===== src/rtl/io_pkg.sv =====
// Shared constants, select encoding and word-offset decode for the I/O responder page.
package io_pkg;

    localparam logic [21:0] IO_PAGE_TAG   = 22'h3FFFFF;
    localparam logic [9:0]  IO_LED        = 10'h000;
    localparam logic [9:0]  IO_SW         = 10'h010;
    localparam logic [9:0]  IO_BTN        = 10'h020;
    localparam logic [9:0]  IO_CNT        = 10'h030;
    localparam logic [9:0]  IO_CLR        = 10'h040;
    localparam int          IO_DEB_CYCLES = 20000;
    localparam int          IO_NUM_SW     = 24;

    typedef enum logic [2:0] {
        SEL_NONE,
        SEL_LED,
        SEL_SW,
        SEL_BTN,
        SEL_CNT,
        SEL_CLR
    } io_sel_t;

    // Decode on the word index only, so byte/halfword offsets alias their word.
    function automatic io_sel_t io_decode(input logic [7:0] word);
        case (word)
            IO_LED[9:2]: return SEL_LED;
            IO_SW[9:2]:  return SEL_SW;
            IO_BTN[9:2]: return SEL_BTN;
            IO_CNT[9:2]: return SEL_CNT;
            IO_CLR[9:2]: return SEL_CLR;
            default:     return SEL_NONE;
        endcase
    endfunction

endpackage


===== src/rtl/io_debounce.sv =====
// One raw asynchronous input: 2-flop synchronizer followed by a stable-count debouncer.
module io_debounce #(
    parameter int DEB_CYCLES = 20000
) (
    input  logic clock,
    input  logic reset,
    input  logic din,
    output logic dout
);

    localparam int CW = $clog2(DEB_CYCLES + 1);
    localparam logic [CW-1:0] LAST = CW'(DEB_CYCLES - 1);

    logic [1:0]    sync;
    logic [CW-1:0] cnt;

    // cnt tracks how many consecutive cycles the synchronized value has differed from dout.
    always_ff @(posedge clock) begin
        if (reset) begin
            sync <= '0;
            cnt  <= '0;
            dout <= 1'b0;
        end else begin
            sync <= {sync[0], din};
            if (sync[1] == dout) begin
                cnt <= '0;
            end else if (cnt == LAST) begin
                dout <= sync[1];
                cnt  <= '0;
            end else begin
                cnt <= cnt + CW'(1);
            end
        end
    end

endmodule


===== src/rtl/io_responder.sv =====
// Memory-mapped I/O page: LED register, debounced switches, sticky button flag and cycle counter.
module io_responder
    import io_pkg::*;
#(
    parameter int DEB_CYCLES = IO_DEB_CYCLES
) (
    input  logic        clock,
    input  logic        reset,
    input  logic        IORead,
    input  logic        IOWrite,
    input  logic [9:0]  addr_low,
    input  logic [31:0] wdata,
    output logic [31:0] rdata,
    input  logic [23:0] switch_in,
    input  logic        button_in,
    output logic [23:0] led_out
);

    logic [IO_NUM_SW:0] raw;
    logic [IO_NUM_SW:0] deb;
    logic [23:0]        sw_deb;
    logic               btn_deb;
    logic               btn_prev;
    logic               press_flag;
    logic [23:0]        led_q;
    logic [31:0]        cycle_cnt;
    io_sel_t            sel;
    logic               wr_led, wr_clr, rd_btn, btn_rise;
    logic               unused_bits;

    assign raw     = {button_in, switch_in};
    assign sw_deb  = deb[IO_NUM_SW-1:0];
    assign btn_deb = deb[IO_NUM_SW];

    io_debounce #(.DEB_CYCLES(DEB_CYCLES)) u_deb [IO_NUM_SW:0] (
        .clock (clock),
        .reset (reset),
        .din   (raw),
        .dout  (deb)
    );

    assign sel         = io_decode(addr_low[9:2]);
    assign wr_led      = IOWrite && (sel == SEL_LED);
    assign wr_clr      = IOWrite && (sel == SEL_CLR);
    assign rd_btn      = IORead  && (sel == SEL_BTN);
    assign btn_rise    = btn_deb && !btn_prev;
    assign led_out     = led_q;
    assign unused_bits = ^{addr_low[1:0], wdata[31:24]};

    always_ff @(posedge clock) begin
        if (reset) begin
            led_q      <= '0;
            cycle_cnt  <= '0;
            btn_prev   <= 1'b0;
            press_flag <= 1'b0;
        end else begin
            if (wr_led) led_q <= wdata[23:0];
            cycle_cnt <= wr_clr ? 32'h0 : cycle_cnt + 32'h1;
            btn_prev  <= btn_deb;
            // A new press outranks a clearing read landing on the same edge.
            if (btn_rise)    press_flag <= 1'b1;
            else if (rd_btn) press_flag <= 1'b0;
        end
    end

    always_comb begin
        rdata = '0;
        if (IORead) begin
            case (sel)
                SEL_LED: rdata = {8'h0, led_q};
                SEL_SW:  rdata = {8'h0, sw_deb};
                SEL_BTN: rdata = {31'h0, press_flag};
                SEL_CNT: rdata = cycle_cnt;
                default: rdata = '0;
            endcase
        end
    end

endmodule


===== config.mk =====
export PLATFORM = sky130hd
export DESIGN_NAME = io_responder
export DESIGN_NICKNAME = d
export VERILOG_FILES = /design/src/rtl/io_pkg.sv /design/src/rtl/io_debounce.sv /design/src/rtl/io_responder.sv
export SDC_FILE = /design/constraint.sdc
export NUM_CORES = 1
export LEC_CHECK = 0
export BUFFER_PORTS_ARGS = -buffer_cell sky130_fd_sc_hd__buf_2
export CORE_MARGIN = 5
export CORE_UTILIZATION = 40
export DETAILED_ROUTE_END_ITERATION = 8
export PLACE_DENSITY = 0.64
export SLEW_MARGIN = 20
export SYNTH_ARGS = -nofsm -noshare
export SYNTH_HDL_FRONTEND = slang
export SYNTH_HIERARCHICAL = 1
export SYNTH_SLANG_ARGS = --single-unit

===== constraint.sdc =====
create_clock -name clock -period 2.47 [get_ports clock]
set_clock_uncertainty 0.1 [all_clocks]
set_input_delay 0.247 -clock clock [delete_from_list [all_inputs] [get_ports clock]]
set_output_delay 0.247 -clock clock [all_outputs]
set_load 0.02 [all_outputs]

==> metrics.txt <==
status finished clean; number of routed nets with antenna violations 0; DRC 0; HP Start addr_low[8]; Worst-Margin Slew between 0.4 and 0.5 ns; WS Path Type flop to flop; Filler Cell Count 5485; f_max 0.444 GHz; Post-synth EDFFs 0; share of total power in combinational logic 2.4%; die area 65800 sq um; Req. time, crit path 2.89 ns; Reg power frac 48.7%; core outline area roughly 60000 sq um; largest net degree at the start of global routing 41; commonest non-fill, non-tap cell in the layout dfxtp_1; via count between 15000 and 20000; worst-path fanout max 31; I/O pins between 100 and 150; Min Clock Period, post-route ~2.3 ns; syn_nets 2455; gr usage total 14.4%; reg2reg start cycle_cnt[4]$_SDFF_PP0_; syn avg cell area 10.3 sq um; placer's final routability congestion estimate 0.799; IO Port Bufs 116; cell count after synthesis 2358; Placed Cells incl. Taps 3182; CTS tree done; most frequent cells in the layout 508 x dfxtp_1, 306 x nor2_1, 305 x xor2_1, 165 x nand3_1, 130 x nand4_1; Synth cell types 50; Fin. Hold Viols 0; dpl hpwl 33.5 mm; Synth async-reset ratio 0%; starting DRC count in detailed routing 918; clock share of power roughly half; vias in the first global route 16700; Switch Pwr 0.00354 W; nets@finish 2612; met1 Track Usage GR 19.4%; DP Area 25000 sq um; first-pass GRT wire length 82.1 mm; Worst Path Arrival 2.67 ns; Final Cell Area 27500 sq um; clk buf depth 3; areal power density over the cells 620 nW/um^2; crit path capture type flop; met2 GRT Util 24.1%; ratio of cells with drive above 1 in the final layout 23.1%; n_diodes 0; Post-Syn Area 24300 sq um; Clock transition at path regs roughly 0.060 ns; Util after Layout 45.6%; critical path launch point cycle_cnt[4]$_SDFF_PP0_; vias per cell 5.08; P_leak 10.2 nW; register bit total from synthesis 508; GRT overflow 0; fin cells 3340; met3 global-route usage between 2 and 2.5%; Layout area overhead 13.0%; 1st-pass router iterations 5; Num CTS Buffers 53; clk sinks 508; DR WL/cell 14.5 um; max-slew violations 0; MaxCap Viol Count 0; worst relative slew slack 69.1%; Die Height 256 um; switching share of total power 20.8%; row count 90; Initial Util 40.3%; setup TNS 0 ns; Tcrit/Tclk final about nine tenths; WL final 48.6 mm; Peak VDD IR about 0.00043 V; Worst Hold Class input port to flop; busiest grt layer met2; Setup Viol. Count Final 0; ys flop type dfxtp_1; Post-CTS Setup Bufs 0; Int Pwr 0.0135 W; DIE WIDTH 256 um; worst skew pair latency roughly 0.60 ns; CP startpoint kind flop; Yosys warnings 6; RSZ-0062 raised after global routing no; CTS Root Cell clkbuf_16; initial antenna violation count 0; CTS H-tree depth 2; sequential share of the synthesized area 41.9%
final cells by class:
type | instances | area, sq um | area share (%)
clock buffer | 77 | 1550 | 5.63
clock inverter | 21 | 293 | 1.07
inverter | 4 | 15.0 | 0.0547
multi-input combinational | 1748 | 13000 | 47.4
sequential | 508 | 10200 | 37.0
tap | 782 | 978 | 3.56
timing repair buffer | 200 | 1460 | 5.30
power groups by stage:
stage	clock, W	combinational, W	sequential [W]
after floorplan	0	0.000213	0.00846
after global placement	0	0.000331	0.00847
after detailed placement	0	0.000336	0.00847
after CTS	0.00866	0.000406	0.00829
after global routing	0.00898	0.000443	0.00829
final	0.00835	0.000401	0.00829
cell families (layout without fill, tap and decap cells):
family,Yosys count,after routing,synth area share [%]
muxes,74,74,3.22
AOI/OAI and AO/OA,71,71,1.87
DFF,508,508,41.9
buffers and inverters,102,302,4.65
and+or+nand+nor,1221,1221,34.2
xor gates and xnor gates,356,356,12.8
adders and majority gates,26,26,1.34
final timing paths:
kind	end	slack (ns)	depth (start not counted)
setup / recovery	cycle_cnt[27]$_SDFF_PP0_	0.22	4
setup reg to reg	cycle_cnt[27]$_SDFF_PP0_	0.22	4
hold reg to reg	u_deb[7]/sync[1]$_SDFF_PP0_	0.33	1
hold / removal	cycle_cnt[16]$_SDFF_PP0_	0.18	5
critical path, stage by stage, from the launching register on:
cell	delay [ns]
dfxtp_1	0.45
nand4_2	0.18
or4_4	0.69
or4_1	0.57
a21oi_1	0.17
per-stage QoR:
step | power (W) | hold slack, ns | setup slack (ns)
after global routing | 0.0177 | 0.202 | 0.137
after global placement | 0.00880 | 0.318 | 0.329
after floorplan | 0.00867 | 0.219 | 0.453
after CTS | 0.0174 | 0.139 | 0.224
after detailed placement | 0.00881 | 0.320 | 0.246
final | 0.0170 | 0.176 | 0.219
Yosys cell counts (30+ instances only):
master	count	share of area (%)
and3_1	76	2.0
and3_2	53	1.6
and4_1	52	1.9
buf_6	30	1.4
dfxtp_1	508	42
mux2i_1	50	2.1
nand2_1	39	0.60
nand3_1	165	3.4
nand4_1	130	3.3
nor2_1	307	4.7
nor2_2	125	3.2
nor2b_1	52	1.3
nor4b_4	50	4.9
xnor2_1	51	1.8
xor2_1	305	11
registers in the layout, summed over array words and instances, names as in the netlist:
register / count
cycle_cnt: 32
led_out: 24
press_flag: 1
u_deb/cnt: 375
u_deb/sync: 50
btn_prev: 1
u_deb/dout: 25
layer usage:
layer	routed length, um	share of wire (%)
met5	0	0
met4	1020	2.1
met1	23100	48
met2	22600	47
met3	1840	3.8
what timing repair did:
item	in CTS	in global routing
hold buffers	60	0
gates resized for setup	0	0
endpoints found under the hold margin	61	0
No activity file was read; power rests on OpenSTA's default activity.
